--- config.mk ---
export PLATFORM = sky130hd
export DESIGN_NAME = mem_arbiter
export DESIGN_NICKNAME = d
export VERILOG_FILES = /design/src/rtl/mem_arbiter.sv
export SDC_FILE = /design/constraint.sdc
export NUM_CORES = 1
export LEC_CHECK = 0
export ABC_AREA = 0
export ABC_CLOCK_PERIOD_IN_PS = 3200
export BUFFER_PORTS_ARGS = -buffer_cell sky130_fd_sc_hd__buf_4
export CORE_ASPECT_RATIO = 1.2
export CORE_MARGIN = 2
export CORE_UTILIZATION = 35
export CTS_BUF_LIST = sky130_fd_sc_hd__clkbuf_8
export CTS_CLUSTER_DIAMETER = 80
export DETAILED_ROUTE_END_ITERATION = 8
export GPL_ROUTABILITY_DRIVEN = 0
export GPL_TIMING_DRIVEN = 0
export PLACE_DENSITY = 0.61
export REMOVE_ABC_BUFFERS = 1
export SLEW_MARGIN = 20
export SYNTH_ARGS = -nofsm -noshare
export SYNTH_HDL_FRONTEND = slang
export SYNTH_SLANG_ARGS = --single-unit
--- constraint.sdc ---
create_clock -name i_clk -period 3.2 [get_ports i_clk]
set_input_delay 0 -clock i_clk [delete_from_list [all_inputs] [get_ports i_clk]]
set_output_delay 0 -clock i_clk [all_outputs]
set_load 0.05 [all_outputs]
--- src/rtl/mem_arbiter.sv ---
// Two-master arbiter for a shared synchronous-read memory with a 1-cycle read latency.
// M0 is the instruction-fetch port and is read-only. M1 is the load/store port.
// Each granted request runs one memory cycle and then returns a one-cycle ack.
// A request outside the memory window is never forwarded to the memory; it completes with an error flag.
//
// state | meaning
// IDLE  | wait for an eligible request; grant it and latch its address/data
// ISSUE | drive one memory cycle (suppressed when the address is out of window)
// RESP  | capture read data into the owner's register and arm its ack/err pulse
module mem_arbiter #(
  parameter logic [15:0] BASE_ADDR = 16'h2000,
  parameter int          MEM_SIZE  = 1024
) (
  input  logic        i_clk,
  input  logic        i_rst_n,
  input  logic        i_m0_req,
  input  logic [15:0] i_m0_addr,
  output logic        o_m0_ack,
  output logic [15:0] o_m0_r_data,
  output logic        o_m0_err,
  input  logic        i_m1_req,
  input  logic        i_m1_we,
  input  logic [15:0] i_m1_addr,
  input  logic [15:0] i_m1_w_data,
  output logic        o_m1_ack,
  output logic [15:0] o_m1_r_data,
  output logic        o_m1_err,
  output logic        o_mem_ce,
  output logic        o_mem_we,
  output logic [15:0] o_mem_addr,
  output logic [15:0] o_mem_w_data,
  input  logic [15:0] i_mem_r_data
);

  typedef enum logic [1:0] {IDLE, ISSUE, RESP} state_t;

  // 17-bit window bounds, so that the top of the window cannot wrap past 16'hFFFF.
  localparam logic [16:0] WIN_LO = {1'b0, BASE_ADDR};
  localparam logic [16:0] WIN_HI = WIN_LO + 17'(MEM_SIZE);

  state_t      state_q, state_d;
  logic        owner_q, owner_d;      // 1: M1 owns the current access
  logic        last_m1_q, last_m1_d;  // round-robin pointer, 1: M1 was granted last
  logic [15:0] addr_q, addr_d;
  logic [15:0] wdata_q, wdata_d;
  logic        we_q, we_d;
  logic        in_range_q, in_range_d;
  logic        m0_ack_q, m0_ack_d, m0_err_q, m0_err_d;
  logic        m1_ack_q, m1_ack_d, m1_err_q, m1_err_d;
  logic [15:0] m0_rdata_q, m0_rdata_d, m1_rdata_q, m1_rdata_d;

  logic        elig0, elig1, pick_m1;
  logic [15:0] sel_addr;
  logic [16:0] sel_addr17;

  // Grant selection: a master that is in its ack cycle is masked.
  // Because of this mask, a req that is still held during the ack cycle does not start a second access.
  always_comb begin
    elig0      = i_m0_req & ~m0_ack_q;
    elig1      = i_m1_req & ~m1_ack_q;
    pick_m1    = elig1 & (~elig0 | ~last_m1_q);
    sel_addr   = pick_m1 ? i_m1_addr : i_m0_addr;
    sel_addr17 = {1'b0, sel_addr};
  end

  // Next-state and datapath update for the IDLE -> ISSUE -> RESP access cycle.
  always_comb begin
    state_d    = state_q;
    owner_d    = owner_q;
    last_m1_d  = last_m1_q;
    addr_d     = addr_q;
    wdata_d    = wdata_q;
    we_d       = we_q;
    in_range_d = in_range_q;
    m0_ack_d   = 1'b0;
    m0_err_d   = 1'b0;
    m1_ack_d   = 1'b0;
    m1_err_d   = 1'b0;
    m0_rdata_d = m0_rdata_q;
    m1_rdata_d = m1_rdata_q;
    case (state_q)
      IDLE: begin
        if (elig0 | elig1) begin
          owner_d    = pick_m1;
          last_m1_d  = pick_m1;
          addr_d     = sel_addr;
          we_d       = pick_m1 & i_m1_we;
          wdata_d    = pick_m1 ? i_m1_w_data : wdata_q;
          in_range_d = (sel_addr17 >= WIN_LO) && (sel_addr17 < WIN_HI);
          state_d    = ISSUE;
        end
      end
      ISSUE: state_d = RESP;
      RESP: begin
        state_d = IDLE;
        if (owner_q) begin
          m1_ack_d = 1'b1;
          m1_err_d = ~in_range_q;
          if (!in_range_q)  m1_rdata_d = 16'h0000;
          else if (!we_q)   m1_rdata_d = i_mem_r_data;
        end else begin
          m0_ack_d = 1'b1;
          m0_err_d = ~in_range_q;
          if (!in_range_q)  m0_rdata_d = 16'h0000;
          else              m0_rdata_d = i_mem_r_data;
        end
      end
      default: state_d = IDLE;
    endcase
  end

  // State and datapath registers. An asynchronous reset also kills any memory cycle that is in flight.
  always_ff @(posedge i_clk or negedge i_rst_n) begin
    if (!i_rst_n) begin
      state_q    <= IDLE;
      owner_q    <= 1'b0;
      last_m1_q  <= 1'b1;
      addr_q     <= 16'h0000;
      wdata_q    <= 16'h0000;
      we_q       <= 1'b0;
      in_range_q <= 1'b0;
      m0_ack_q   <= 1'b0;
      m0_err_q   <= 1'b0;
      m1_ack_q   <= 1'b0;
      m1_err_q   <= 1'b0;
      m0_rdata_q <= 16'h0000;
      m1_rdata_q <= 16'h0000;
    end else begin
      state_q    <= state_d;
      owner_q    <= owner_d;
      last_m1_q  <= last_m1_d;
      addr_q     <= addr_d;
      wdata_q    <= wdata_d;
      we_q       <= we_d;
      in_range_q <= in_range_d;
      m0_ack_q   <= m0_ack_d;
      m0_err_q   <= m0_err_d;
      m1_ack_q   <= m1_ack_d;
      m1_err_q   <= m1_err_d;
      m0_rdata_q <= m0_rdata_d;
      m1_rdata_q <= m1_rdata_d;
    end
  end

  // Memory strobes are decoded from the registered state, so they drop as soon as reset is asserted.
  always_comb begin
    o_mem_ce     = (state_q == ISSUE) & in_range_q;
    o_mem_we     = o_mem_ce & we_q;
    o_mem_addr   = addr_q;
    o_mem_w_data = wdata_q;
    o_m0_ack     = m0_ack_q;
    o_m0_err     = m0_err_q;
    o_m0_r_data  = m0_rdata_q;
    o_m1_ack     = m1_ack_q;
    o_m1_err     = m1_err_q;
    o_m1_r_data  = m1_rdata_q;
  end

endmodule

== Word level (Yosys, flattened, before mapping) ==
Cells that the tools add are included.
Word-level totals
  bits in registers: 74
  output and inout port bits: 70
  word-level logic and storage cells: 53
Cells by class
  magnitude comparators: 2
  equal/unequal tests: 4
  muxes and demuxes: 14
  bitwise operators: 14
  reductions and logical operators: 6
Operators by type and width (number)
  16-bit two-way mux: 4
  16-bit by 14-bit >= comparator with 1-bit output (second input constant): 1
  16-bit by 14-bit < comparator with 1-bit output (second input constant): 1
  1-bit two-way mux: 8
  1-bit bitwise AND: 6
  1-bit inverter: 6
  3-bit AND reduction: 2
  2-bit inequality test (second input constant): 2
  2-bit case mux with 2 select lines: 1
  2-bit AND reduction: 2
  2-bit by 1-bit == test with 1-bit output (second input constant): 1
  2-bit == test (second input constant): 1
  2-bit zero test: 1
  2-bit two-way mux: 1
  1-bit OR: 2
  1-bit logical AND: 1

== Longest topological paths before layout ==
Gate-level depths: netlist (run 1).
  depth in word-level cells: 8
  depth in mapped cells: 7
  depth with buffers taken out: 4

== Least setup slack after synthesis (run 1) ==
No wires, ideal clock.
  path kind: reg-to-reg
  start point: register m1_ack_q (netlist: o_m1_ack)
  end point: register wdata_q[1] (netlist: o_mem_w_data[1])
  library setup time: 125 ps
  arrival time: 1781 ps
  slack: 1294 ps
  stages on the path, launching flop included: 8
  period minus slack after synthesis: 1906 ps
  path through: dfrtp_1 > nor2b_2 > a21bo_1 > buf_6 > nand2b_1 > buf_6 > buf_6 > mux2_4
Between the ends
  longest elaborated chain between the ends: 4
Ends and longest elaborated chain
  from (decl): line 49  | logic m1_ack_q, m1_ack_d, m1_err_q, m1_err_d;
  from (signal assigned): line 138  | m1_ack_q <= m1_ack_d;
  1-bit inverter (*): line 60  | elig1 = i_m1_req & ~m1_ack_q;
  1-bit bitwise AND (*): line 60
  1-bit bitwise AND or 1-bit OR (tied branches): line 61, 83
  3-bit AND reduction (no source line) (*)
  to (signal assigned): line 133  | wdata_q <= wdata_d;
  to (decl): line 45  | logic [15:0] wdata_q, wdata_d;
Every way passes the cells marked *; elsewhere a longest branch is shown, timed or not.
A chain may end at the register's enable or synchronous reset.

== Worst setup path after layout (run 1) ==
  start point: register m1_ack_q (netlist: o_m1_ack)
  end point: register in_range_q
Between the ends
  longest elaborated chain between the ends: 6
Ends and longest elaborated chain
  1-bit inverter (*): line 60
  1-bit bitwise AND (*): line 60
  1-bit bitwise AND: line 61  | pick_m1 = elig1 & (~elig0 | ~last_m1_q);
  16-bit two-way mux: line 62  | sel_addr = pick_m1 ? i_m1_addr : i_m0_addr;
  16-bit by 14-bit >= comparator with 1-bit output or 16-bit by 14-bit < comparator with 1-bit output (tied branches): line 89  | in_range_d = (sel_addr17 >= WIN_LO) && (sel_addr17 < WIN_HI);
  1-bit logical AND: line 89
  to (signal assigned): line 135  | in_range_q <= in_range_d;
  to (decl): line 47  | logic in_range_q, in_range_d;
Marks and branches as above.

==> impl_metrics.py, run 1 <==
metrics = {
    "flow_run": {
        "max_cap_viol_count": 0,
    },
    "sta": {
        "skew_ns": 0.0151,
        "max_slew_margin_pct": 33.2,
        "setup_violations": 0,
        "period_minus_slack_ns": 2.91,
        "worstMarginPinSlew_ns": 1.00,
        "holdWs_ns": 0.320,
        "hold_viol": 0,
        "fmax_mhz": 344,
        "rsz0062_at_grt": "no",
        "setup_ws_ns": 0.295,
        "finalSetupTns_ns": 0,
        "finalCritPeriodShare_pct": 90.8,
        "slew_violations": 0,
    },
    "global_routing": {
        "grt_max_degree": 75,
        "grt.total_usage_pct": 17.7,
        "first_global_vias": 2792,
        "grt_pass1_wl_um": 12900,
        "overflow": 0,
        "antenna_found_initial": 0,
    },
    "floorplan": {
        "ios": 139,
        "fp-row-count": 36,
        "dieArea_um2": 9210,
        "die_x_um": 87.9,
        "core_um2": 8150,
        "dieHeight_um": 105,
        "start_util_pct": 36.3,
    },
    "placed_design": {
        "dpl.hpwl_um": 4820,
        "place_ws_ns": 0.341,
        "port-buffer-count": 138,
    },
    "finish": {
        "fin_nets": 534,
        "syn_to_final_growth_pct": 66.9,
        "post_route_cells_drive_above_1_share_pct": 37.1,
        "diodes": 0,
    },
    "clock_network": {
        "cts_buffer_depth": 2,
        "htreeDepth": 3,
        "cts.reportedPaths.clkPinSlew_ns": 0.08,
        "insertion_delay_ns": 0.34,
        "clock-root-buffer": "clkbuf_8",
        "cts_buffers": 9,
        "cts_tree": "yes",
        "post-cts-setup-buffers": 0,
        "numClockSinks": 74,
    },
    "power": {
        "powerDensity_nw_per_um2": 1130,
        "irDropWorstVdd_uv": 574,
        "power.total_mw": 5.58,
        "power_leakage_nw": 2.49,
    },
    "synth": {
        "ys_ff_latch": 74,
        "syn_area_um2": 2960,
        "synth-simple-area-share_pct": 12.4,
        "yosys_warnings": 0,
        "synth_xor_area_share_pct": 0,
        "synth.avg_cell_area_um2": 11.2,
        "yosysSeqAreaShare_pct": 62.6,
        "synthMuxAreaShare_pct": 12.4,
        "synth-compound-area-share_pct": 9.26,
        "synth.distinct_cells": 27,
        "synth_top_family_by_area": "multiplexers",
        "synthAdderAreaFrac_pct": 0,
        "synthCells": 264,
    },
    "setup_path": {
        "cp_data_required_time_ns": 3.48,
        "r2r_end": "in_range_q",
        "worstPathMaxFanout": 19,
        "arrival_ns": 3.19,
        "rr_worst_depth": 6,
        "startpoint_type": "flop",
        "rrSetupSlack_ns": 0.29,
        "end_kind": "flop",
        "path_class": "reg2reg",
        "r2r_start": "o_m1_ack",
    },
    "route": {
        "initialDrtViolationCount": 26,
        "antenna_left": 0,
        "vias": 2631,
        "drt-pass1-iter-count": 4,
        "routed_wl_um": 7680,
        "drc_errors": 0,
        "wl_per_cell_um": 13.2,
        "drt-vias-per-instance": 4.51,
    },
    "run_status": {
        "status": "finished clean",
    },
    "min_path": {
        "hp-class": "in2async",
    },
}
## worst max-delay path, cell delays in order (launching register included)
cell and delay, ns:
dfrtp_1 0.41, nor2b_2 0.18, a21bo_2 0.43, or4_1 0.52, dlygate4sd3_1 0.58, a31oi_1 0.17, dlygate4sd3_1 0.56
## report_power, final
| group | switching (mW) | leakage [nW] | internal, mW |
|---|---|---|---|
| Clock | 0.337 | 0.0941 | 0.374 |
| Sequential | 0.287 | 0.935 | 1.39 |
| Combinational | 2.15 | 1.46 | 1.04 |
| Total | 2.78 | 2.49 | 2.80 |
## synth_stat cells
| cell type | instances | share of area, % |
|---|---|---|
| a21bo_1 | 1 | 0.34 |
| a21o_1 | 1 | 0.25 |
| a31oi_1 | 1 | 0.21 |
| and2_1 | 1 | 0.21 |
| and3_1 | 1 | 0.21 |
| buf_2 | 1 | 0.17 |
| buf_6 | 3 | 1.1 |
| clkbuf_1 | 12 | 1.5 |
| dfrtp_1 | 73 | 62 |
| dfstp_2 | 1 | 0.89 |
| inv_1 | 4 | 0.51 |
| mux2_2 | 9 | 3.4 |
| mux2_4 | 7 | 3.6 |
| mux2i_1 | 16 | 5.4 |
| nand2_1 | 69 | 8.8 |
| nand2b_1 | 1 | 0.21 |
| nand3b_1 | 1 | 0.25 |
| nand4b_1 | 1 | 0.30 |
| nor2_1 | 3 | 0.38 |
| nor2b_1 | 3 | 0.63 |
| nor2b_2 | 1 | 0.30 |
| nor4_1 | 1 | 0.21 |
| o21ai_0 | 49 | 8.3 |
| o21ai_1 | 1 | 0.17 |
| or3b_2 | 1 | 0.30 |
| or4_1 | 1 | 0.25 |
| or4b_1 | 1 | 0.34 |
## logic make-up after synthesis
kind of cell,count (synthesis)
multiplexers,32
AO/OA/AOI/OAI,53
buffers and inverters,20
AND/OR/NAND/NOR,85
flip-flops,74
## registers in the layout, indices dropped and copies added, names as in the netlist, 2 cells and up
| signal | flops |
|---|---|
| o_mem_addr | 16 |
| o_m1_r_data | 16 |
| o_m0_r_data | 16 |
| state_q | 2 |
| o_mem_w_data | 16 |
## final cells by class
cell class	count	area, um^2
clock inverters	5	55.1
flip-flops and latches	74	1850
fillers	688	3220
well taps	114	143
inverters	4	15.0
clock buffers	10	138
multi-input cells	170	1020
repair buffers	206	1720
## stage by stage
stage,cell area (um^2),instances,utilization (%)
global placement,4050,500,49.7
global route,4940,583,60.6
floorplan,2870,248,-
CTS,4940,583,60.6
detailed placement,4060,500,49.8
finish,4940,583,60.6
## cell usage in the layout, fill, tap and decap left out, drive strengths merged, types with 4 or more instances in the layout
cell,synthesis,layout
o21ai,50,50
mux2,16,16
nand2,69,69
dlygate4sd3,0,68
dfrtp,73,73
nor2b,4,4
buf,4,138
clkbuf,12,10
inv,4,4
mux2i,16,16
## timing repair
action | in CTS | in global routing
hold buffers | 68 | 0
gates resized for setup | 0 | 1
hold endpoints to repair | 139 | 0
endpoints found under the setup margin | 0 | 1
## worst max path at each step
stage | startpoint | endpoint | slack [ns] | depth (start not counted)
after floorplan | o_m1_ack | o_mem_w_data[0] | 0.65 | 4
final | o_m1_ack | in_range_q | 0.29 | 6
after global placement | o_m0_ack | o_mem_w_data[9] | 0.44 | 4
after detailed placement | o_m0_ack | o_mem_w_data[8] | 0.34 | 4
after global routing | o_m1_ack | in_range_q | 0.20 | 6
after CTS | o_m1_ack | in_range_q | 0.13 | 6
## metal layers
layer	global-route usage [%]	part of all wire (%)	wire length, um	up-vias
met1	20.4	41	3130	1244
met4	5.27	1.1	88	0
met2	30.7	51	3940	97
met5	0	0	0	-
met3	5.69	6.8	522	9
li1	-	-	-	1281
(Power assumes the default switching activity.)
==> run 2: changes to the inputs <==
--- a/config.mk
+++ b/config.mk
@@ -6,7 +6,7 @@
 export NUM_CORES = 1
 export LEC_CHECK = 0
 export ABC_AREA = 0
-export ABC_CLOCK_PERIOD_IN_PS = 3200
+export ABC_CLOCK_PERIOD_IN_PS = 3100
 export BUFFER_PORTS_ARGS = -buffer_cell sky130_fd_sc_hd__buf_4
 export CORE_ASPECT_RATIO = 1.2
 export CORE_MARGIN = 2
@@ -17,7 +17,6 @@
 export GPL_ROUTABILITY_DRIVEN = 0
 export GPL_TIMING_DRIVEN = 0
 export PLACE_DENSITY = 0.61
-export REMOVE_ABC_BUFFERS = 1
 export SLEW_MARGIN = 20
 export SYNTH_ARGS = -nofsm -noshare
 export SYNTH_HDL_FRONTEND = slang
==> constraint.sdc (replaced) <==
create_clock -name i_clk -period 3.1 [get_ports i_clk]
set_input_delay 0 -clock i_clk [delete_from_list [all_inputs] [get_ports i_clk]]
set_output_delay 0 -clock i_clk [all_outputs]
set_load 0.05 [all_outputs]
==> run 2 against run 1 <==
Global-route usage increased by 1.3 points. Critical path depth increased by 1. Routed wire length increased by 12%. First-iteration DRC count increased to 2.8 times the previous value. Die area unchanged. Highest routed layer unchanged. Critical path type unchanged. Worst setup slack improved by 0.62 ns. Flip-flop and latch count unchanged. Largest cell class unchanged. Critical endpoint is now o_mem_addr[10].
==> impl_metrics.py, run 2 (synthesis gave the netlist of run 1 again) <==
metrics = {
    "global_routing": {
        "grt_max_degree": 75,
        "grt.total_usage_pct": 19.0,
        "grt_pass1_wl_um": 13700,
        "overflow": 0,
        "antenna_found_initial": 0,
        "first_global_vias": 2887,
    },
    "power": {
        "powerDensity_nw_per_um2": 1160,
        "irDropWorstVdd_uv": 594,
        "power_leakage_nw": 2.52,
    },
    "setup_path": {
        "startpoint_type": "flop",
        "worstPathMaxFanout": 10,
        "cp_data_required_time_ns": 3.29,
        "end_kind": "flop",
        "path_class": "reg2reg",
        "arrival_ns": 2.38,
    },
    "flow_run": {
        "max_cap_viol_count": 0,
    },
    "clock_network": {
        "htreeDepth": 3,
        "cts_buffer_depth": 2,
        "insertion_delay_ns": 0.33,
        "cts_buffers": 9,
        "post_cts_resize_count": 0,
        "cts.reportedPaths.clkPinSlew_ns": 0.07,
        "cts_tree": "yes",
        "numClockSinks": 74,
        "clock-root-buffer": "clkbuf_8",
    },
    "route": {
        "wl_per_cell_um": 14.3,
        "vias": 2728,
        "routed_wl_um": 8580,
        "drt-pass1-iter-count": 4,
        "initialDrtViolationCount": 74,
        "antenna_left": 0,
        "drt-vias-per-instance": 4.55,
        "drc_errors": 0,
    },
    "sta": {
        "finalCritPeriodShare_pct": 70.5,
        "rsz0062_at_grt": "no",
        "hold_viol": 0,
        "fmax_mhz": 457,
        "period_minus_slack_ns": 2.19,
        "setup_ws_ns": 0.914,
        "max_slew_margin_pct": 38.7,
        "slew_violations": 0,
        "finalSetupTns_ns": 0,
        "worstMarginPinSlew_ns": 0.920,
        "skew_ns": 0.0135,
        "setup_violations": 0,
    },
    "placed_design": {
        "place_ws_ns": 1.28,
        "port-buffer-count": 138,
        "dpl.hpwl_um": 5520,
    },
    "finish": {
        "layout_common_cells": "buf_4 (138), dfrtp_1 (73), nand2_1 (69)",
        "post_route_cells_drive_above_1_share_pct": 36.3,
        "final_common_cell": "buf_4",
        "diodes": 0,
        "utilization_pct": 61.1,
        "fin_nets": 549,
        "syn_to_final_growth_pct": 68.3,
        "nFillCells": 684,
    },
    "run_status": {
        "status": "finished clean",
    },
    "min_path": {
        "hp-class": "in2reg",
    },
    "floorplan": {
        "fp-row-count": 36,
        "ios": 139,
        "start_util_pct": 36.3,
        "dieArea_um2": 9210,
        "dieHeight_um": 105,
        "die_x_um": 87.9,
        "core_um2": 8150,
    },
    "synth": {
        "syn-num-nets": 333,
    },
}
-- run 2: cell count changes in the layout (fill, tap and decap cells not counted), sizes merged --
cell | previous run | this run
buf | 138 | 142
bufinv | 1 | 0
clkbuf | 10 | 21
clkinv | 2 | 5
clkinvlp | 2 | 1
dlygate4sd3 | 68 | 67
inv | 4 | 5
-- run 2: report_power, final --
group / internal [mW] / leakage (nW) / switching (mW)
registers: 1.44 / 0.935 / 0.267
logic: 1.11 / 1.49 / 2.31
clock network: 0.289 / 0.0904 / 0.365
total: 2.83 / 2.52 / 2.95
-- run 2: final timing paths --
path,from,endpoint,slack [ns],depth (start not counted)
min in group asynchronous,i_rst_n,o_m0_r_data[12],0.34,2
worst min-delay path,i_m1_req,state_q[0],0.29,4
worst max register to register,o_m0_ack,o_mem_addr[10],0.91,7
worst max-delay path,o_m0_ack,o_mem_addr[10],0.91,7
worst min register to register,last_m1_q,last_m1_q,0.47,2
max in group asynchronous,i_rst_n,o_mem_w_data[10],2.16,2
-- run 2: routing by layer --
metal | up-vias | share of wire (%) | track usage, %
met2 | 92 | 52 | 32.6
met3 | 12 | 6.2 | 5.13
li1 | 1313 | - | -
met5 | - | 0 | 0
met4 | 0 | 1.4 | 6.26
met1 | 1311 | 40 | 22.7
-- run 2: repair_timing --
item,CTS,global route
hold endpoints to repair,139,0
hold buffers,67,0
setup buffers,0,0
-- run 2: layout make-up --
class                           count  area [um^2]  share of cell area (%)
Multi-Input combinational cell    170         1010                    20.2
Clock inverter                      7         47.5                   0.955
Timing Repair Buffer              205         1710                    34.3
Buffer                             16         83.8                    1.68
Sequential cell                    74         1850                    37.2
Inverter                            4         15.0                   0.302
Clock buffer                        9          124                    2.49
Tap cell                          114          143                    2.87
-- run 2: per-stage QoR --
step / cells / power, mW / hold slack (ns) / cell area (um^2)
finish: 599 / 5.78 / 0.290 / 4980
floorplan: 264 / 3.95 / -0.296 / 2960
CTS: 599 / 5.81 / 0.285 / 4980
global placement: 516 / 4.99 / 0.199 / 4140
global route: 599 / 6.10 / 0.364 / 4980
detailed placement: 516 / 5.03 / 0.213 / 4140
-- run 2: critical path: stages (launching register included) --
cell and delay [ns]:
dfrtp_1 0.39, nor2b_1 0.19, a21bo_1 0.15, buf_6 0.16
buf_2 0.30, mux2i_1 0.23, dlygate4sd3_1 0.57, o21ai_0 0.07
==> run 3: changes to the inputs <==
--- a/config.mk
+++ b/config.mk
@@ -6,7 +6,7 @@
 export NUM_CORES = 1
 export LEC_CHECK = 0
 export ABC_AREA = 0
-export ABC_CLOCK_PERIOD_IN_PS = 3100
+export ABC_CLOCK_PERIOD_IN_PS = 2000
 export BUFFER_PORTS_ARGS = -buffer_cell sky130_fd_sc_hd__buf_4
 export CORE_ASPECT_RATIO = 1.2
 export CORE_MARGIN = 2
@@ -16,7 +16,7 @@
 export DETAILED_ROUTE_END_ITERATION = 8
 export GPL_ROUTABILITY_DRIVEN = 0
 export GPL_TIMING_DRIVEN = 0
-export PLACE_DENSITY = 0.61
+export PLACE_DENSITY = 0.63
 export SLEW_MARGIN = 20
 export SYNTH_ARGS = -nofsm -noshare
 export SYNTH_HDL_FRONTEND = slang
==> constraint.sdc (replaced) <==
create_clock -name i_clk -period 2 [get_ports i_clk]
set_input_delay 0 -clock i_clk [delete_from_list [all_inputs] [get_ports i_clk]]
set_output_delay 0 -clock i_clk [all_outputs]
set_load 0.05 [all_outputs]
==> run 3 against run 2 <==
Hold slack improved by 0.0089 ns. Critical path depth decreased by 1. Sequential share of layout area decreased by 0.30 points. Clock power increased by 93%. Flip-flop and latch count unchanged. Fmax increased by 20%. Clock skew decreased by 0.0018 ns. Via count decreased by 0.33%. Register-to-register slack got worse by 0.74 ns. Sequential power increased by 55%. Power increased by 58%. Final cell count decreased by 0.17%. Critical path type unchanged. Largest cell class unchanged. Highest routed layer unchanged.
==> impl_metrics.py, run 3 (synthesis gave the netlist of run 1 again) <==
metrics = {
    "route": {
        "antenna_left": 0,
        "drt-vias-per-instance": 4.55,
        "initialDrtViolationCount": 78,
        "drc_errors": 0,
        "wl_per_cell_um": 14.5,
        "drt-pass1-iter-count": 4,
        "vias": 2719,
        "routed_wl_um": 8640,
    },
    "setup_path": {
        "rrSetupSlack_ns": 0.17,
        "path_class": "reg2reg",
        "rr_worst_depth": 6,
        "crit_slowest_cell": "dlygate4sd3_1",
        "worstPathMaxFanout": 10,
        "end_kind": "flop",
        "arrival_ns": 2.01,
        "cp_data_required_time_ns": 2.18,
        "max_stage_delay_ns": 0.56,
        "cp_cell_sequence": "nor2b_2 > a21bo_1 > buf_6 > mux2i_1 > dlygate4sd3_1 > o21ai_0",
        "r2r_start": "o_m1_ack",
        "r2r_end": "o_mem_addr[0]",
        "startpoint_type": "flop",
    },
    "placed_design": {
        "dpl.hpwl_um": 5600,
        "place_ws_ns": 0.213,
        "dp.cells": 516,
        "port-buffer-count": 138,
    },
    "finish": {
        "syn_to_final_growth_pct": 69.7,
        "post_route_cells_drive_above_1_share_pct": 36.6,
        "stdcell_count": 598,
        "nFillCells": 679,
        "fin_nets": 548,
        "final_common_cell": "buf_4",
        "diodes": 0,
        "layout_common_cells": "buf_4 (138), dfrtp_1 (73), nand2_1 (69)",
    },
    "clock_network": {
        "cts_buffers": 9,
        "clock-root-buffer": "clkbuf_8",
        "cts.reportedPaths.clkPinSlew_ns": 0.07,
        "insertion_delay_ns": 0.34,
        "cts_tree": "yes",
        "numClockSinks": 74,
        "htreeDepth": 3,
        "cts_buffer_depth": 2,
    },
    "global_routing": {
        "overflow": 0,
        "grt_max_degree": 75,
        "first_global_vias": 2867,
        "grt_pass1_wl_um": 13800,
        "antenna_found_initial": 0,
        "grt.total_usage_pct": 19.6,
    },
    "sta": {
        "finalCritPeriodShare_pct": 91.3,
        "skew_ns": 0.0117,
        "worstMarginPinSlew_ns": 0.930,
        "setup_ws_ns": 0.174,
        "slew_violations": 0,
        "setup_violations": 0,
        "max_slew_margin_pct": 38.0,
        "rsz0062_at_grt": "no",
        "period_minus_slack_ns": 1.83,
        "hold_viol": 0,
        "fmax_mhz": 548,
        "finalSetupTns_ns": 0,
    },
    "power": {
        "clockPowerShare_pct": 13.8,
        "swShare_pct": 49.5,
        "pwr-share-seq_pct": 28.8,
        "powerDensity_nw_per_um2": 1820,
        "p_sw_mw": 4.53,
        "power_leakage_nw": 2.54,
        "irDropWorstVdd_uv": 737,
        "combPwrFrac_pct": 57.4,
        "internal_power_mw": 4.63,
    },
    "floorplan": {
        "ios": 139,
        "dieArea_um2": 9210,
        "fp-row-count": 36,
        "core_um2": 8150,
        "dieHeight_um": 105,
        "die_x_um": 87.9,
        "start_util_pct": 36.3,
    },
    "min_path": {
        "min_path_cells": 4,
        "worstHoldStart": "i_m0_req",
        "hp-class": "in2reg",
        "hold_path_end": "state_q[0]",
    },
    "run_status": {
        "status": "finished clean",
    },
    "flow_run": {
        "max_cap_viol_count": 0,
    },
    "synth": {
        "syn-num-nets": 333,
    },
}
run 3: timing repair:
| item | CTS | global route |
|---|---|---|
| buffers inserted | 0 | 0 |
| endpoints found under the hold margin | 139 | 0 |
| gates resized for setup | 0 | 1 |
| endpoints found under the setup margin | 0 | 1 |
| hold buffers | 66 | 0 |
run 3: per-stage QoR:
stage / utilization [%] / hold WS [ns] / power, mW / cell area (um^2)
after floorplan: - / -0.296 / 6.13 / 2960
after global placement: 50.7 / 0.195 / 7.73 / 4140
after detailed placement: 50.7 / 0.205 / 7.82 / 4140
after CTS: 61.5 / 0.307 / 9.22 / 5020
after global routing: 61.6 / 0.377 / 9.66 / 5020
final: 61.6 / 0.299 / 9.16 / 5020
run 3: how the worst max path moves through the flow:
stage                     slack (ns)  startpoint              end
after floorplan                 0.09    o_m1_ack  o_mem_w_data[1]
after global placement          0.25    o_m1_ack  o_mem_w_data[1]
after detailed placement        0.21    o_m0_ack  o_mem_w_data[7]
after CTS                       0.11    o_m0_ack    o_mem_addr[0]
after global routing            0.02    o_m1_ack    o_mem_addr[0]
final                           0.17    o_m1_ack    o_mem_addr[0]
run 3: power groups by stage:
stage,sequential [mW],clock [mW],combinational [mW]
2_1_floorplan,4.90,0,1.23
3_3_place_gp,2.64,0,5.09
3_5_place_dp,2.66,0,5.16
4_1_cts,2.64,1.30,5.29
5_1_grt,2.73,1.36,5.57
6_report,2.64,1.26,5.26
run 3: cell type report:
class | count | area, um^2 | share of cell area [%]
sequential | 74 | 1850 | 36.9
timing repair buffer | 204 | 1700 | 33.8
multi-input combinational | 170 | 1010 | 20.1
inverter | 4 | 15.0 | 0.299
clock buffer | 10 | 138 | 2.74
clock inverter | 6 | 81.3 | 1.62
tap | 114 | 143 | 2.84
buffer | 16 | 83.8 | 1.67
run 3: routing by layer:
| layer | vias up | track usage (%) | share of wire (%) |
|---|---|---|---|
| li1 | 1311 | - | - |
| met4 | 0 | 8.46 | 2.5 |
| met3 | 14 | 4.58 | 5.1 |
| met5 | - | 0 | 0 |
| met1 | 1310 | 22.6 | 39 |
| met2 | 84 | 34.0 | 53 |
run 3: critical path: cells and delay by family (launching register included):
kind            cells  cell delay [ns]
mux                 1             0.15
flops               1             0.39
compound gates      2             0.30
buf+inv             2             0.71
simple gates        1             0.14
